File: config.mk
export PLATFORM = sky130hd
export DESIGN_NAME = clock_display_scan
export DESIGN_NICKNAME = d
export VERILOG_FILES = /design/src/rtl/clock_display_pkg.sv /design/src/rtl/clock_display_scan_bcd_to_seg.sv /design/src/rtl/clock_display_scan.sv
export SDC_FILE = /design/constraint.sdc
export NUM_CORES = 1
export LEC_CHECK = 0
export ABC_CLOCK_PERIOD_IN_PS = 3840
export CAP_MARGIN = 10
export CORE_UTILIZATION = 33
export CTS_BUF_LIST = sky130_fd_sc_hd__clkbuf_4 sky130_fd_sc_hd__clkbuf_8 sky130_fd_sc_hd__clkbuf_16
export CTS_CLUSTER_SIZE = 14
export DETAILED_ROUTE_END_ITERATION = 16
export SLEW_MARGIN = 5
export SYNTH_ARGS = -nofsm -noshare
export SYNTH_HDL_FRONTEND = slang
export SYNTH_SLANG_ARGS = --single-unit
export TNS_END_PERCENT = 30
File: constraint.sdc
create_clock -name clk -period 3.84 [get_ports clk]
set_input_delay 0.768 -clock clk [delete_from_list [all_inputs] [get_ports clk]]
set_output_delay 0.768 -clock clk [all_outputs]
set_load 0.02 [all_outputs]
File: src/rtl/clock_display_pkg.sv
`default_nettype none
// ============================================================================
// Module      : clock_display_pkg
// Description : Shared constants and types for the six-digit clock display
//               scanner: active-high 7-segment patterns {g,f,e,d,c,b,a},
//               slot constants and the scan phase encoding.
// Revision    : 1.0 - initial release
// ============================================================================
package clock_display_pkg;

    localparam int NUM_DIGITS = 6;
    localparam int DP_SLOT_A  = 2;
    localparam int DP_SLOT_B  = 4;

    localparam logic [2:0] LAST_SLOT = 3'd5;

    localparam logic [6:0] SEG_0     = 7'h3F;
    localparam logic [6:0] SEG_1     = 7'h06;
    localparam logic [6:0] SEG_2     = 7'h5B;
    localparam logic [6:0] SEG_3     = 7'h4F;
    localparam logic [6:0] SEG_4     = 7'h66;
    localparam logic [6:0] SEG_5     = 7'h6D;
    localparam logic [6:0] SEG_6     = 7'h7D;
    localparam logic [6:0] SEG_7     = 7'h07;
    localparam logic [6:0] SEG_8     = 7'h7F;
    localparam logic [6:0] SEG_9     = 7'h6F;
    localparam logic [6:0] SEG_DASH  = 7'h40;
    localparam logic [6:0] SEG_BLANK = 7'h00;

    // PH_WAIT: out of reset, nothing shown yet; the first tick brings up slot 0
    // PH_DEAD: one-clock anti-ghost gap with all digit selects off
    // PH_LIT : digit select asserted until the next tick
    typedef enum logic [1:0] {
        PH_WAIT = 2'd0,
        PH_DEAD = 2'd1,
        PH_LIT  = 2'd2
    } phase_t;

    // Slot successor; the unreachable codes 6 and 7 recover to slot 0.
    function automatic logic [2:0] next_slot(input logic [2:0] s);
        return (s >= LAST_SLOT) ? 3'd0 : s + 3'd1;
    endfunction

endpackage
`default_nettype wire

File: src/rtl/clock_display_scan_bcd_to_seg.sv
`default_nettype none
// ============================================================================
// Module      : bcd_to_seg
// Description : Combinational BCD to active-high 7-segment decoder.
//               Codes 10..15 render as a dash.
// Revision    : 1.0 - initial release
// ============================================================================
module bcd_to_seg
    import clock_display_pkg::*;
(
    input  logic [3:0] bcd,
    output logic [6:0] pattern
);

    // Digit lookup; anything outside 0..9 is shown as a dash
    always_comb begin
        pattern = SEG_DASH;
        case (bcd)
            4'd0:    pattern = SEG_0;
            4'd1:    pattern = SEG_1;
            4'd2:    pattern = SEG_2;
            4'd3:    pattern = SEG_3;
            4'd4:    pattern = SEG_4;
            4'd5:    pattern = SEG_5;
            4'd6:    pattern = SEG_6;
            4'd7:    pattern = SEG_7;
            4'd8:    pattern = SEG_8;
            4'd9:    pattern = SEG_9;
            default: pattern = SEG_DASH;
        endcase
    end

endmodule
`default_nettype wire

File: src/rtl/clock_display_scan.sv
`default_nettype none
// ============================================================================
// Module      : clock_display_scan
// Description : Six-digit multiplexed 7-segment scanner for an HH:MM:SS BCD
//               counter. Snapshots the digits once per frame, decodes one
//               digit per slot, inserts a one-clock dead time on every slot
//               change and lights HH.MM.SS decimal points.
//               Optional macro CLOCK_DISPLAY_LZB_EN blanks a zero hours-tens
//               digit.
// Revision    : 1.0 - initial release
// ============================================================================
module clock_display_scan
    import clock_display_pkg::*;
#(
    parameter int SCAN_DIV       = 5000,
    parameter int SEG_ACTIVE_LOW = 1,
    parameter int DIG_ACTIVE_LOW = 1
) (
    input  logic       clk,
    input  logic       reset,
    input  logic [3:0] count5,
    input  logic [3:0] count4,
    input  logic [3:0] count3,
    input  logic [3:0] count2,
    input  logic [3:0] count1,
    input  logic [3:0] count0,
    output logic [6:0] seg,
    output logic       dp,
    output logic [5:0] dig_sel,
    output logic       frame_done
);

    localparam int             PRE_W      = (SCAN_DIV > 1) ? $clog2(SCAN_DIV) : 1;
    localparam logic [PRE_W-1:0] C_PRE_LAST = PRE_W'(SCAN_DIV - 1);
    localparam logic [6:0]     C_SEG_OFF  = (SEG_ACTIVE_LOW != 0) ? 7'h7F : 7'h00;
    localparam logic           C_DP_OFF   = (SEG_ACTIVE_LOW != 0);
    localparam logic [5:0]     C_DIG_OFF  = (DIG_ACTIVE_LOW != 0) ? 6'h3F : 6'h00;

    logic [PRE_W-1:0] r_pre;
    logic [2:0]       r_idx;
    phase_t           r_phase;
    logic [3:0]       r_sh [NUM_DIGITS];

    logic             w_tick;
    logic             w_snap;
    logic [2:0]       w_idx_new;
    logic [3:0]       w_count  [NUM_DIGITS];
    logic [3:0]       w_sh_new [NUM_DIGITS];
    logic [3:0]       w_bcd;
    logic [6:0]       w_pat;
    logic [6:0]       w_pat_shown;
    logic             w_blank;
    logic             w_dp_on;
    logic [5:0]       w_dig_on;

    assign w_count[0] = count0;
    assign w_count[1] = count1;
    assign w_count[2] = count2;
    assign w_count[3] = count3;
    assign w_count[4] = count4;
    assign w_count[5] = count5;

    assign w_tick = (r_pre == C_PRE_LAST);
    assign w_snap = w_tick && (r_idx == LAST_SLOT);

    // The first tick after reset brings up slot 0 rather than advancing past it.
    assign w_idx_new = (r_phase == PH_WAIT) ? 3'd0 : next_slot(r_idx);

    // Shadow values as they will be after this edge, so slot 0 shows a fresh
    // snapshot in the very cycle after the wrapping tick.
    always_comb begin
        for (int i = 0; i < NUM_DIGITS; i++) begin
            w_sh_new[i] = w_snap ? w_count[i] : r_sh[i];
        end
    end

    // Select the digit for the slot being brought up
    always_comb begin
        w_bcd = 4'd0;
        case (w_idx_new)
            3'd0:    w_bcd = w_sh_new[0];
            3'd1:    w_bcd = w_sh_new[1];
            3'd2:    w_bcd = w_sh_new[2];
            3'd3:    w_bcd = w_sh_new[3];
            3'd4:    w_bcd = w_sh_new[4];
            3'd5:    w_bcd = w_sh_new[5];
            default: w_bcd = 4'd0;
        endcase
    end

    bcd_to_seg u_bcd_to_seg (
        .bcd     (w_bcd),
        .pattern (w_pat)
    );

`ifdef CLOCK_DISPLAY_LZB_EN
    assign w_blank = (w_idx_new == LAST_SLOT) && (w_sh_new[5] == 4'd0);
`else
    assign w_blank = 1'b0;
`endif

    assign w_pat_shown = w_blank ? SEG_BLANK : w_pat;
    assign w_dp_on     = !w_blank && ((w_idx_new == 3'(DP_SLOT_A)) ||
                                      (w_idx_new == 3'(DP_SLOT_B)));
    assign w_dig_on    = 6'd1 << r_idx;

    // Slot-rate prescaler
    always_ff @(posedge clk or negedge reset) begin
        if (!reset) begin
            r_pre <= '0;
        end else if (w_tick) begin
            r_pre <= '0;
        end else begin
            r_pre <= r_pre + PRE_W'(1);
        end
    end

    // Slot index, scan phase and frame snapshot
    always_ff @(posedge clk or negedge reset) begin
        if (!reset) begin
            r_idx   <= 3'd0;
            r_phase <= PH_WAIT;
            for (int i = 0; i < NUM_DIGITS; i++) begin
                r_sh[i] <= 4'd0;
            end
        end else if (w_tick) begin
            r_idx   <= w_idx_new;
            r_phase <= PH_DEAD;
            for (int i = 0; i < NUM_DIGITS; i++) begin
                r_sh[i] <= w_sh_new[i];
            end
        end else if (r_phase == PH_DEAD) begin
            r_phase <= PH_LIT;
        end
    end

    // Registered, polarity-adjusted display drive and frame pulse
    always_ff @(posedge clk or negedge reset) begin
        if (!reset) begin
            seg        <= C_SEG_OFF;
            dp         <= C_DP_OFF;
            dig_sel    <= C_DIG_OFF;
            frame_done <= 1'b0;
        end else begin
            frame_done <= w_snap;
            if (w_tick) begin
                seg     <= (SEG_ACTIVE_LOW != 0) ? ~w_pat_shown : w_pat_shown;
                dp      <= (SEG_ACTIVE_LOW != 0) ? !w_dp_on : w_dp_on;
                dig_sel <= C_DIG_OFF;
            end else if (r_phase == PH_DEAD) begin
                dig_sel <= (DIG_ACTIVE_LOW != 0) ? ~w_dig_on : w_dig_on;
            end
        end
    end

endmodule
`default_nettype wire

Word-level counts from Yosys, hierarchy flattened
Memory sizes are Yosys's and may differ from the RTL's.
Cells that the tools add are included.
W data, S select, Z words.
{"block": "op_classes", "n_addsub": 2, "magnitude_cmp": 1, "eq_ne": 8, "shift": 1, "mux": 14, "bitwise_logic": 2, "n_reduce_logical": 6}
{"operator": "$mux W4", "count": 6}
{"operator": "$pmux W4 S6", "count": 1}
{"operator": "$add A13 B1 Y13 const B", "count": 1}
{"operator": "$eq A13 B13 Y1 const B", "count": 1}
{"operator": "$mux W13", "count": 1}
{"operator": "$mux W6", "count": 2}
{"operator": "$eq A3 B3 Y1 const B", "count": 3}
{"operator": "$not A7 Y7", "count": 1}
{"operator": "$eq A3 B2 Y1 const B", "count": 2}
{"operator": "$mux W3", "count": 2}
{"operator": "$not A6 Y6", "count": 1}
{"operator": "$shl A1 B3 Y6 const A", "count": 1}
{"operator": "$mux W2", "count": 2}
{"operator": "$add A3 B1 Y3 const B", "count": 1}
{"operator": "$eq A3 B1 Y1 const B", "count": 1}
{"operator": "$ge A3 B3 Y1 const B", "count": 1}
{"operator": "$logic_not A3 Y1", "count": 1}
{"operator": "$eq A2 B1 Y1 const B", "count": 1}
{"operator": "$logic_not A2 Y1", "count": 1}
{"operator": "$reduce_bool A2 Y1", "count": 1}
{"operator": "$logic_and A1 B1 Y1", "count": 1}
{"operator": "$logic_not A1 Y1", "count": 1}
{"operator": "$logic_or A1 B1 Y1", "count": 1}
{"block": "word_totals", "ff_bits": 57, "romBits": 112, "inputBits": 26, "out_inout_bits": 15, "elab_cells": 48, "n_memories": 1}
{"memory": "(no name shown)", "words": 16, "width": 7, "read_ports": 1, "rd_clocked_by_memory_dff": 0, "write_ports": 0, "line": "clock_display_scan_bcd_to_seg.sv:18", "rtl": "case (bcd)"}

Depth between registers and ports, before layout
Gate-level depths: netlist (run 1).
An unclocked memory read counts as a cell.
{"block": "logic_depth", "depth_word": 7, "mapped_depth": 14, "depth_no_buf": 13}

Modules after synthesis
From an unflattened synthesis (run 1), not the netlist that was laid out.
{"block": "hier_totals", "cells_unflattened": 250, "area_unflattened_um2": 2806.4}
{"module": "clock_display_scan", "n_inst": 1, "cells_each": 221, "area_per_inst_um2": 2578.7, "seq_area_each_um2": 1443.9}
{"module": "bcd_to_seg", "n_inst": 1, "cells_each": 29, "area_per_inst_um2": 227.7, "seq_area_each_um2": 0.0}

Worst setup path after synthesis (run 1)
OpenSTA, ideal clock, no wires.
{"block": "synth_timing", "path_type": "register to register", "startpoint": "register r_pre[6]", "endpoint": "register seg[5]", "setup_time_ns": 0.079, "t_arrival_ns": 3.338, "required_time_ns": 3.761, "setup_slack_ns": 0.423, "stages_incl_launch_ff": 10, "n_path_buf": 1, "synth_period_minus_slack_ns": 3.417, "cell_sequence": "dfrtp_1 or4b_4 nor4_4 buf_4 mux2i_1 o22ai_1 nor3_1 clkinv_1 or4_4 o211a_1"}
{"block": "synth_via", "elab_chain_cells": 6, "elab_cells_between_ends": 11}
{"element": "start, declared", "line": "clock_display_scan.sv:39", "rtl": "logic [PRE_W-1:0] r_pre;"}
{"element": "start signal, assigned", "line": "clock_display_scan.sv:114", "rtl": "r_pre <= r_pre + PRE_W'(1);"}
{"element": "$eq A13 B13 Y1 *", "line": "clock_display_scan.sv:63", "rtl": "assign w_tick = (r_pre == C_PRE_LAST);"}
{"element": "$logic_and A1 B1 Y1", "line": "clock_display_scan.sv:64", "rtl": "assign w_snap = w_tick && (r_idx == LAST_SLOT);"}
{"element": "$mux W4", "line": "clock_display_scan.sv:73", "rtl": "w_sh_new[i] = w_snap ? w_count[i] : r_sh[i];"}
{"element": "$pmux W4 S6", "line": "clock_display_scan.sv:80", "rtl": "case (w_idx_new)"}
{"element": "$mem_v2 Z16 W7"}
{"element": "$not A7 Y7", "line": "clock_display_scan.sv:147", "rtl": "seg <= (SEG_ACTIVE_LOW != 0) ? ~w_pat_shown : w_pat_shown;"}
{"element": "end signal, assigned", "line": "clock_display_scan.sv:147"}
{"element": "end, declared", "line": "clock_display_scan.sv:27", "rtl": "output logic [6:0] seg,"}
Mark *: on every way between the ends. The rest lies on a longest branch, timed or not.
A chain may end at the register's enable or synchronous reset.

Worst setup path in the final report (run 1)
{"block": "layout_timing", "startpoint": "register r_pre[6]", "endpoint": "register seg[3]"}
The elaborated chain is that of the path after synthesis.

==> impl_metrics.yaml, run 1 <==
die:
  die_x_um: 94.7
  io_pins: 41
  core_area_um2: 8260
  fp-row-count: 33
  die_h_um: 94.7
  die-area_um2: 8970
  start_util_pct: 34.4
worst_setup_path:
  path_cells: "or4b_4, nor4_4, buf_4, mux2_1, mux2_1, a211o_1, inv_1, ha_1, nor2b_1, o221a_2"
  cp_top_family: "simple AND/OR/NAND/NOR gates"
  path_buf_inv: 2
  arrival_ns: 3.72
  crit_path_start_kind: "register"
  crit_path_max_incr_delay_ns: 0.59
  critPathRequiredTime_ns: 4.12
  crit_type: "reg2reg"
  slowest_stage: "or4b_4"
  crit_fanout: 24
  cp_common_cell: "mux2_1"
  crit_path_end_kind: "register"
detailed_routing:
  wire_per_inst_um: 14.8
  ant_nets: 0
  route.met3.wl_um: 267
  wirelength_mm: 6.18
  drtPass1Iterations: 4
  topRoutingLayerUsed: "met4"
  drc: 0
  first_iter_violations: 119
  vias: 2067
  wl_met1_mm: 2.89
  wl_met2_mm: 2.93
  vias_per_cell: 4.96
placed_design:
  pre_cts_ws_ns: 0.385
  gp_congestion: 0.783
  port_buffers: 40
  post-dp-hpwl_mm: 4.46
  place_inst: 401
yosys:
  synth_seq_cells: 57
  netlist_instances: 260
  synth_area_leaders: "dfrtp_1, dfstp_2, mux2_1"
  yosysSeqAreaShare_pct: 50.9
  yosysTopAreaCell: "dfrtp_1"
  synth_edf_count: 0
  synthFlopType: "dfrtp_1"
  ys_warn_count: 0
  synth_top_area_share_pct: 37.9
  synth_common_cells: "dfrtp_1, nand2_1, mux2_1"
  syn_nets: 298
  yosysMostFrequentCell: "dfrtp_1"
  synth_cell_type_count: 51
  synth_async_sr_flop_share_pct: 100
  netlist_area_um2: 2840
  synth_area_per_cell_um2: 10.9
clock_network:
  clkSinkCount: 57
  hold_buffers: 0
  post-cts-setup-buffer-count: 0
  h-tree-depth: 3
  clk_pin_slew_ns: 0.06
  cts_tree: "yes"
  clockBufferDepth: 2
  cts-root-buf: "clkbuf_8"
  ctsResizeCount: 0
  clk_latency_ns: 0.34
  cts_buffers: 9
cells_and_area:
  fin_nets: 345
  insertedDiodeCount: 0
  syn2layout_area_growth_pct: 26.1
  final_cells: 417
  drive_gt1_share_pct: 16.0
sta:
  skew_ns: 0.00826
  slew_headroom_pct: 28.7
  slew_violations: 0
  timing.fmax_mhz: 290
  min_period_ns: 3.45
  finalWorstSetupSlack_ns: 0.395
  worst-slew-pin-transition_ns: 1.07
  setup_violations: 0
  fin_tns_setup_ns: 0
  finalCritPeriodShare_pct: 89.7
  rsz0062_at_grt: "false"
  finalHoldViolCount: 0
global_routing:
  grt_pass1_vias: 2154
  grt_pass1_wl_mm: 10.5
  grt_max_degree: 48
  antenna_found_initial: 0
  overflow: 0
  grtUsageTotal_pct: 15.7
run:
  maxCapViolations: 0
power:
  powerDensity_nw_per_um2: 342
  p_leak_nw: 1.68
  ir_drop_uv: 145
hold_path:
  hp-class: "reg2reg"
outcome:
  status: "complete, no violations"
layer usage:
layer	vias to the layer above	global-route usage (%)
met2	49	25.8
met4	0	5.81
met1	1000	18.9
li1	1009	-
met3	9	5.39
met5	-	0
where the power goes:
part	internal [W]	total (W)	switching [W]
Sequential	0.000601	0.000601	0
Combinational	0.0000231	0.0000389	0.0000158
Clock	0.000348	0.000585	0.000238
path summary, 6_finish.rpt:
check | startpoint | endpoint | slack (ns) | cells past startpoint
worst max-delay path | r_pre[6] | seg[3] | 0.39 | 10
worst min-delay path | seg[2] | seg[2] | 0.47 | 2
worst max register to register | r_pre[6] | seg[3] | 0.39 | 10
worst min register to register | seg[2] | seg[2] | 0.47 | 2
max in group asynchronous | reset | seg[5] | 2.43 | 2
min in group asynchronous | reset | r_pre[12] | 0.63 | 1
tightest hold or removal path: stages, from the launching register on:
cell	delay, ns
dfstp_2	0.38
nand2_1	0.05
o21ai_1	0.05
flip-flops by register name, indices dropped and copies added (netlist names):
| register | count |
|---|---|
| r_sh | 24 |
| r_pre | 13 |
| seg | 7 |
| dig_sel | 6 |
| r_idx | 3 |
| r_phase | 2 |
| dp | 1 |
| frame_done | 1 |
layout by cell type, fill, tap and decap left out, drive strengths merged, types with 3 or more instances in the layout:
cell type      instances
nor4                   3
inv                   13
nand4                  3
o21ai                 20
nor2b                  3
nor2                  16
o22ai                  3
clkdlybuf4s50         39
nand2                 23
clkinv                 3
dfrtp                 43
ha                    12
dfstp                 14
and3                   4
nor3                   6
nand3                 13
buf                    7
xnor2                  4
xor2                   7
mux2i                  8
and2                   4
clkbuf                13
mux2                  21
area by class of cell:
class | count | area, um^2
fill | 813 | 4680
sequential | 57 | 1440
tap | 105 | 131
timing repair buffer | 46 | 440
clock inverter | 3 | 40.0
inverter | 14 | 52.6
clock buffer | 13 | 166
multi-input combinational | 179 | 1300
through the flow:
step           power [W]  hold WS (ns)  area (um^2)  util [%]
3_5_place_dp    0.000653         0.470         3370      40.8
2_1_floorplan   0.000612         0.446         2840         -
4_1_cts          0.00124         0.478         3580      43.3
5_1_grt          0.00128         0.495         3580      43.3
3_3_place_gp    0.000652         0.461         3370      40.8
6_report         0.00123         0.475         3580      43.3
cells by family (layout without fill, tap and decap cells):
logic type,after synthesis,count (layout),share of synthesized area [%]
buffers and inverters,24,76,3.35
XOR/XNOR,11,11,3.39
adder cells (fa/ha/maj),12,12,5.29
AND/OR/NAND/NOR,87,87,16.4
flip-flops,57,57,50.9
AO/OA/AOI/OAI,40,40,9.44
multiplexers,29,29,11.3
No activity file was read; power rests on OpenSTA's default activity.
==> inputs of run 2 (changes only) <==
--- a/config.mk
+++ b/config.mk
@@ -11,6 +11,7 @@
 export CTS_BUF_LIST = sky130_fd_sc_hd__clkbuf_4 sky130_fd_sc_hd__clkbuf_8 sky130_fd_sc_hd__clkbuf_16
 export CTS_CLUSTER_SIZE = 14
 export DETAILED_ROUTE_END_ITERATION = 16
+export MAX_ROUTING_LAYER = met4
 export SLEW_MARGIN = 5
 export SYNTH_ARGS = -nofsm -noshare
 export SYNTH_HDL_FRONTEND = slang
==> run 2 against run 1 <==
Against the previous run:
- final area did not move
- register-to-register slack barely moved
- sequential cell count did not move
- via count up 0.73%
==> impl_metrics.yaml, run 2 (synthesized netlist as in run 1, its figures left out) <==
clock_network:
  cts_buffers: 9
  clkSinkCount: 57
  cts-root-buf: "clkbuf_8"
  clockBufferDepth: 2
  clk_latency_ns: 0.34
  clk_pin_slew_ns: 0.06
  hold_buffers: 0
  post-cts-setup-buffer-count: 0
  h-tree-depth: 3
  ctsResizeCount: 0
  cts_tree: "yes"
sta:
  slew_headroom_pct: 28.8
  worst-slew-pin-transition_ns: 1.07
  slew_violations: 0
  timing.fmax_mhz: 290
  fin_tns_setup_ns: 0
  rsz0062_at_grt: "false"
  setup_violations: 0
  skew_ns: 0.00645
  min_period_ns: 3.45
  timing.hold.ws_ns: 0.474
  finalCritPeriodShare_pct: 89.8
  finalHoldViolCount: 0
cells_and_area:
  fin_nets: 345
  syn2layout_area_growth_pct: 26.1
  mostFrequentLayoutCells: "dfrtp_1, clkdlybuf4s50_1, nand2_1"
  top_regs: "r_sh: 24 flops, r_pre: 13 flops, seg: 7 flops"
  multi_input_area_um2: 1300
  fill_cells: 813
  largest_reg_flops: 24
  layout_commonest_cell: "dfrtp_1"
  top_register: "r_sh"
  insertedDiodeCount: 0
  register_area_um2: 1440
  drive_gt1_share_pct: 16.0
power:
  p_leak_nw: 1.68
  ir_drop_uv: 146
  pwr-share-clk_pct: 47.7
  power_frac_comb_pct: 3.2
  p_int_w: 0.000972
  p_seq_share_pct: 49.1
  p_switching_w: 0.000252
  swShare_pct: 20.6
  powerDensity_nw_per_um2: 342
placed_design:
  post-dp-hpwl_mm: 4.46
  gp_congestion: 0.794
  port_buffers: 40
detailed_routing:
  drtPass1Iterations: 4
  wirelength_mm: 6.17
  drc: 0
  first_iter_violations: 118
  vias_per_cell: 4.99
  vias: 2082
  ant_nets: 0
  wire_per_inst_um: 14.8
die:
  die-area_um2: 8970
  io_pins: 41
  core_area_um2: 8260
  die_h_um: 94.7
  die_x_um: 94.7
  fp-row-count: 33
  start_util_pct: 34.4
hold_path:
  hp-class: "reg2reg"
global_routing:
  overflow: 0
  grt_pass1_wl_mm: 10.5
  grt_pass1_vias: 2158
  grt_max_degree: 48
  grtUsageTotal_pct: 16.2
  antenna_found_initial: 0
worst_setup_path:
  cp_common_cell: "mux2_1"
  crit_path_start_kind: "register"
  critPathRequiredTime_ns: 4.12
  arrival_ns: 3.73
  slowest_stage: "or4b_4"
  path_cells: "or4b_4, nor4_4, buf_4, mux2_1, mux2_1, a211o_1, inv_1, ha_1, nor2b_1, o221a_2"
  crit_path_max_incr_delay_ns: 0.59
  crit_path_end_kind: "register"
  crit_fanout: 24
  crit_type: "reg2reg"
run:
  maxCapViolations: 0
outcome:
  status: "complete, no violations"
==> run 2: cell counts in the layout (fill, tap and decap cells not counted) <==
No cell type changed its count.
==> run 2: final cells by class <==
cell class / count / share of cell area (%)
sequential: 57 / 40.3
multi-input combinational: 179 / 36.4
timing repair buffer: 46 / 12.3
clock buffer: 13 / 4.65
tap: 105 / 3.67
inverter: 14 / 1.47
clock inverter: 3 / 1.12
==> run 2: layer usage <==
layer | global-route usage [%] | part of all wire (%) | vias to the layer above
li1 | - | - | 1011
met1 | 19.2 | 47 | 1010
met2 | 25.8 | 47 | 51
met3 | 5.23 | 4.1 | 10
met4 | 5.81 | 1.6 | 0
met5 | - | 0 | -
==> run 2: stage by stage <==
stage | util, % | cells | instance area (um^2) | setup slack (ns) | total power (W)
4_1_cts | 43.3 | 417 | 3580 | 0.370 | 0.00124
3_5_place_dp | 40.8 | 401 | 3370 | 0.385 | 0.000653
5_1_grt | 43.3 | 417 | 3580 | 0.148 | 0.00128
3_3_place_gp | 40.8 | 401 | 3370 | 0.458 | 0.000652
6_report | 43.3 | 417 | 3580 | 0.393 | 0.00122
2_1_floorplan | - | 260 | 2840 | 0.423 | 0.000612
==> run 2: power by group through the flow <==
stage | clock network, W | logic, W | registers (W)
finish | 0.000584 | 0.0000389 | 0.000601
floorplan | 0 | 0.000000301 | 0.000612
detailed placement | 0 | 0.0000407 | 0.000612
CTS | 0.000600 | 0.0000406 | 0.000601
global route | 0.000631 | 0.0000436 | 0.000601
global placement | 0 | 0.0000404 | 0.000612
==> run 2: critical path, delay by kind of cell, from the launching register on <==
| kind | cells | cell delay (ns) |
|---|---|---|
| flip-flops | 1 | 0.42 |
| AND/OR/NAND/NOR | 3 | 0.98 |
| multiplexers | 2 | 0.68 |
| adder cells (fa/ha/maj) | 1 | 0.25 |
| buffers and inverters | 2 | 0.49 |
| AO/OA/AOI/OAI | 2 | 0.56 |
==> run 2: final timing paths <==
kind	slack (ns)	end	start	cells after the start
min in group asynchronous	0.63	r_pre[5]	reset	1
max	0.39	seg[3]	r_pre[6]	10
min reg2reg	0.47	seg[1]	seg[1]	2
min	0.47	seg[1]	seg[1]	2
max reg2reg	0.39	seg[3]	r_pre[6]	10
max in group asynchronous	2.44	seg[5]	reset	2
==> inputs of run 3 (changes only) <==
--- a/config.mk
+++ b/config.mk
@@ -7,7 +7,7 @@
 export LEC_CHECK = 0
 export ABC_CLOCK_PERIOD_IN_PS = 3840
 export CAP_MARGIN = 10
-export CORE_UTILIZATION = 33
+export CORE_UTILIZATION = 35
 export CTS_BUF_LIST = sky130_fd_sc_hd__clkbuf_4 sky130_fd_sc_hd__clkbuf_8 sky130_fd_sc_hd__clkbuf_16
 export CTS_CLUSTER_SIZE = 14
 export DETAILED_ROUTE_END_ITERATION = 16
==> run 3 against run 2 <==
Against the previous run:
- setup slack worse by 0.0061 ns
- final area unchanged
- clock power increased by 6.2%
- core utilization rose by 2.7 points
- largest power group is now clock
- combinational power decreased by 4%
- sequential share of layout area stayed put
- critical path depth is 2 higher
- fmax fell by 0.18%
- sequential cell count stayed put
- first-iteration DRC count fell by 33%
- global-route usage grew 0.52 points
==> impl_metrics.yaml, run 3 (synthesized netlist as in run 1, its figures left out) <==
outcome:
  status: "complete, no violations"
global_routing:
  grt_max_degree: 37
  grtUsageTotal_pct: 16.7
  grt_pass1_vias: 2112
  antenna_found_initial: 0
  overflow: 0
  grt_pass1_wl_mm: 10.6
die:
  die_x_um: 92.0
  io_pins: 41
  die-area_um2: 8470
  fp-row-count: 32
  core_area_um2: 7770
  die_h_um: 92.0
  start_util_pct: 36.5
worst_setup_path:
  crit_path_start_kind: "register"
  crit_path_end_kind: "register"
  critPathRequiredTime_ns: 4.10
  crit_type: "reg2reg"
  crit_fanout: 24
  arrival_ns: 3.71
  ff2ff_path_depth: 12
cells_and_area:
  final_cells: 412
  top_register: "r_sh"
  finalInstanceArea_um2: 3580
  top_regs: "r_sh: 24 flops, r_pre: 13 flops, seg: 7 flops"
  fill_cells: 760
  multi_input_area_um2: 1300
  fin_nets: 344
  drive_gt1_share_pct: 15.5
  largest_reg_flops: 24
  insertedDiodeCount: 0
  register_area_um2: 1440
  mostFrequentLayoutCells: "dfrtp_1, clkdlybuf4s50_1, nand2_1"
  layout_commonest_cell: "dfrtp_1"
  syn2layout_area_growth_pct: 26.1
detailed_routing:
  wirelength_mm: 6.04
  wire_per_inst_um: 14.7
  first_iter_violations: 79
  drc: 0
  vias_per_cell: 4.94
  vias: 2034
  ant_nets: 0
  drtPass1Iterations: 4
placed_design:
  gp_congestion: 0.814
  port_buffers: 40
  place_inst: 397
  post_dp_cell_area_um2: 3360
  post-dp-hpwl_mm: 4.40
sta:
  slew_headroom_pct: 46.6
  skew_ns: 0.00568
  fin_tns_setup_ns: 0
  finalCritPeriodShare_pct: 89.9
  slew_violations: 0
  setup_violations: 0
  worst-slew-pin-transition_ns: 0.802
  timing.fmax_mhz: 290
  min_period_ns: 3.45
  finalHoldViolCount: 0
  rsz0062_at_grt: "false"
  timing.hold.ws_ns: 0.469
power:
  p_leak_nw: 1.67
  powerDensity_nw_per_um2: 352
  ir_drop_uv: 157
  power_w: 0.00126
clock_network:
  clockBufferDepth: 2
  h-tree-depth: 3
  cts_tree: "yes"
  clk_pin_slew_ns: 0.06
  ctsResizeCount: 0
  clk_latency_ns: 0.33
  cts_buffers: 9
  post-cts-setup-buffer-count: 0
  cts-root-buf: "clkbuf_8"
  clkSinkCount: 57
  hold_buffers: 0
run:
  maxCapViolations: 0
hold_path:
  holdPathStages: 2
  hp-class: "reg2reg"
[run 3: through the flow]
step | utilization (%) | setup slack (ns)
finish | 46.1 | 0.387
global route | 46.1 | 0.153
CTS | 46.1 | 0.367
detailed placement | 43.3 | 0.382
global placement | 43.3 | 0.427
floorplan | - | 0.423
[run 3: where the power goes]
group	leakage (nW)	total (W)	internal, W	switching [W]
Sequential	0.732	0.000601	0.000601	0
Clock	0.113	0.000620	0.000393	0.000227
Combinational	0.830	0.0000373	0.0000224	0.0000149
[run 3: cell type report]
class,count,share of cell area (%)
clock buffer,12,4.27
clock inverter,3,1.82
inverter,14,1.47
multi-input combinational,179,36.4
sequential,57,40.3
tap,102,3.57
timing repair buffer,45,12.1
[run 3: path summary, 6_finish.rpt]
check                          from  slack, ns      end
hold / removal               seg[1]       0.47   seg[1]
setup reg to reg           r_pre[6]       0.39   seg[2]
min in group asynchronous     reset       0.53  r_sh[6]
hold reg to reg              seg[1]       0.47   seg[1]
max in group asynchronous     reset       2.47   seg[1]
setup / recovery           r_pre[6]       0.39   seg[2]
[run 3: per-layer routing]
metal	routed length (um)	track usage, %	up-vias
li1	-	-	1013
met1	2920	21.8	969
met2	2820	25.0	50
met3	258	4.89	2
met4	40	5.47	0
met5	0	-	-
[run 3: critical path: stages, from the launching register on]
cell and delay, ns:
dfrtp_1 0.43, or4b_4 0.59, nor4_4 0.25, buf_4 0.36, mux2_1 0.37, mux2_1 0.30, a211o_1 0.36, inv_1 0.13
ha_1 0.17, inv_1 0.04, nor3_1 0.16, o21ai_0 0.09, o21ai_1 0.13
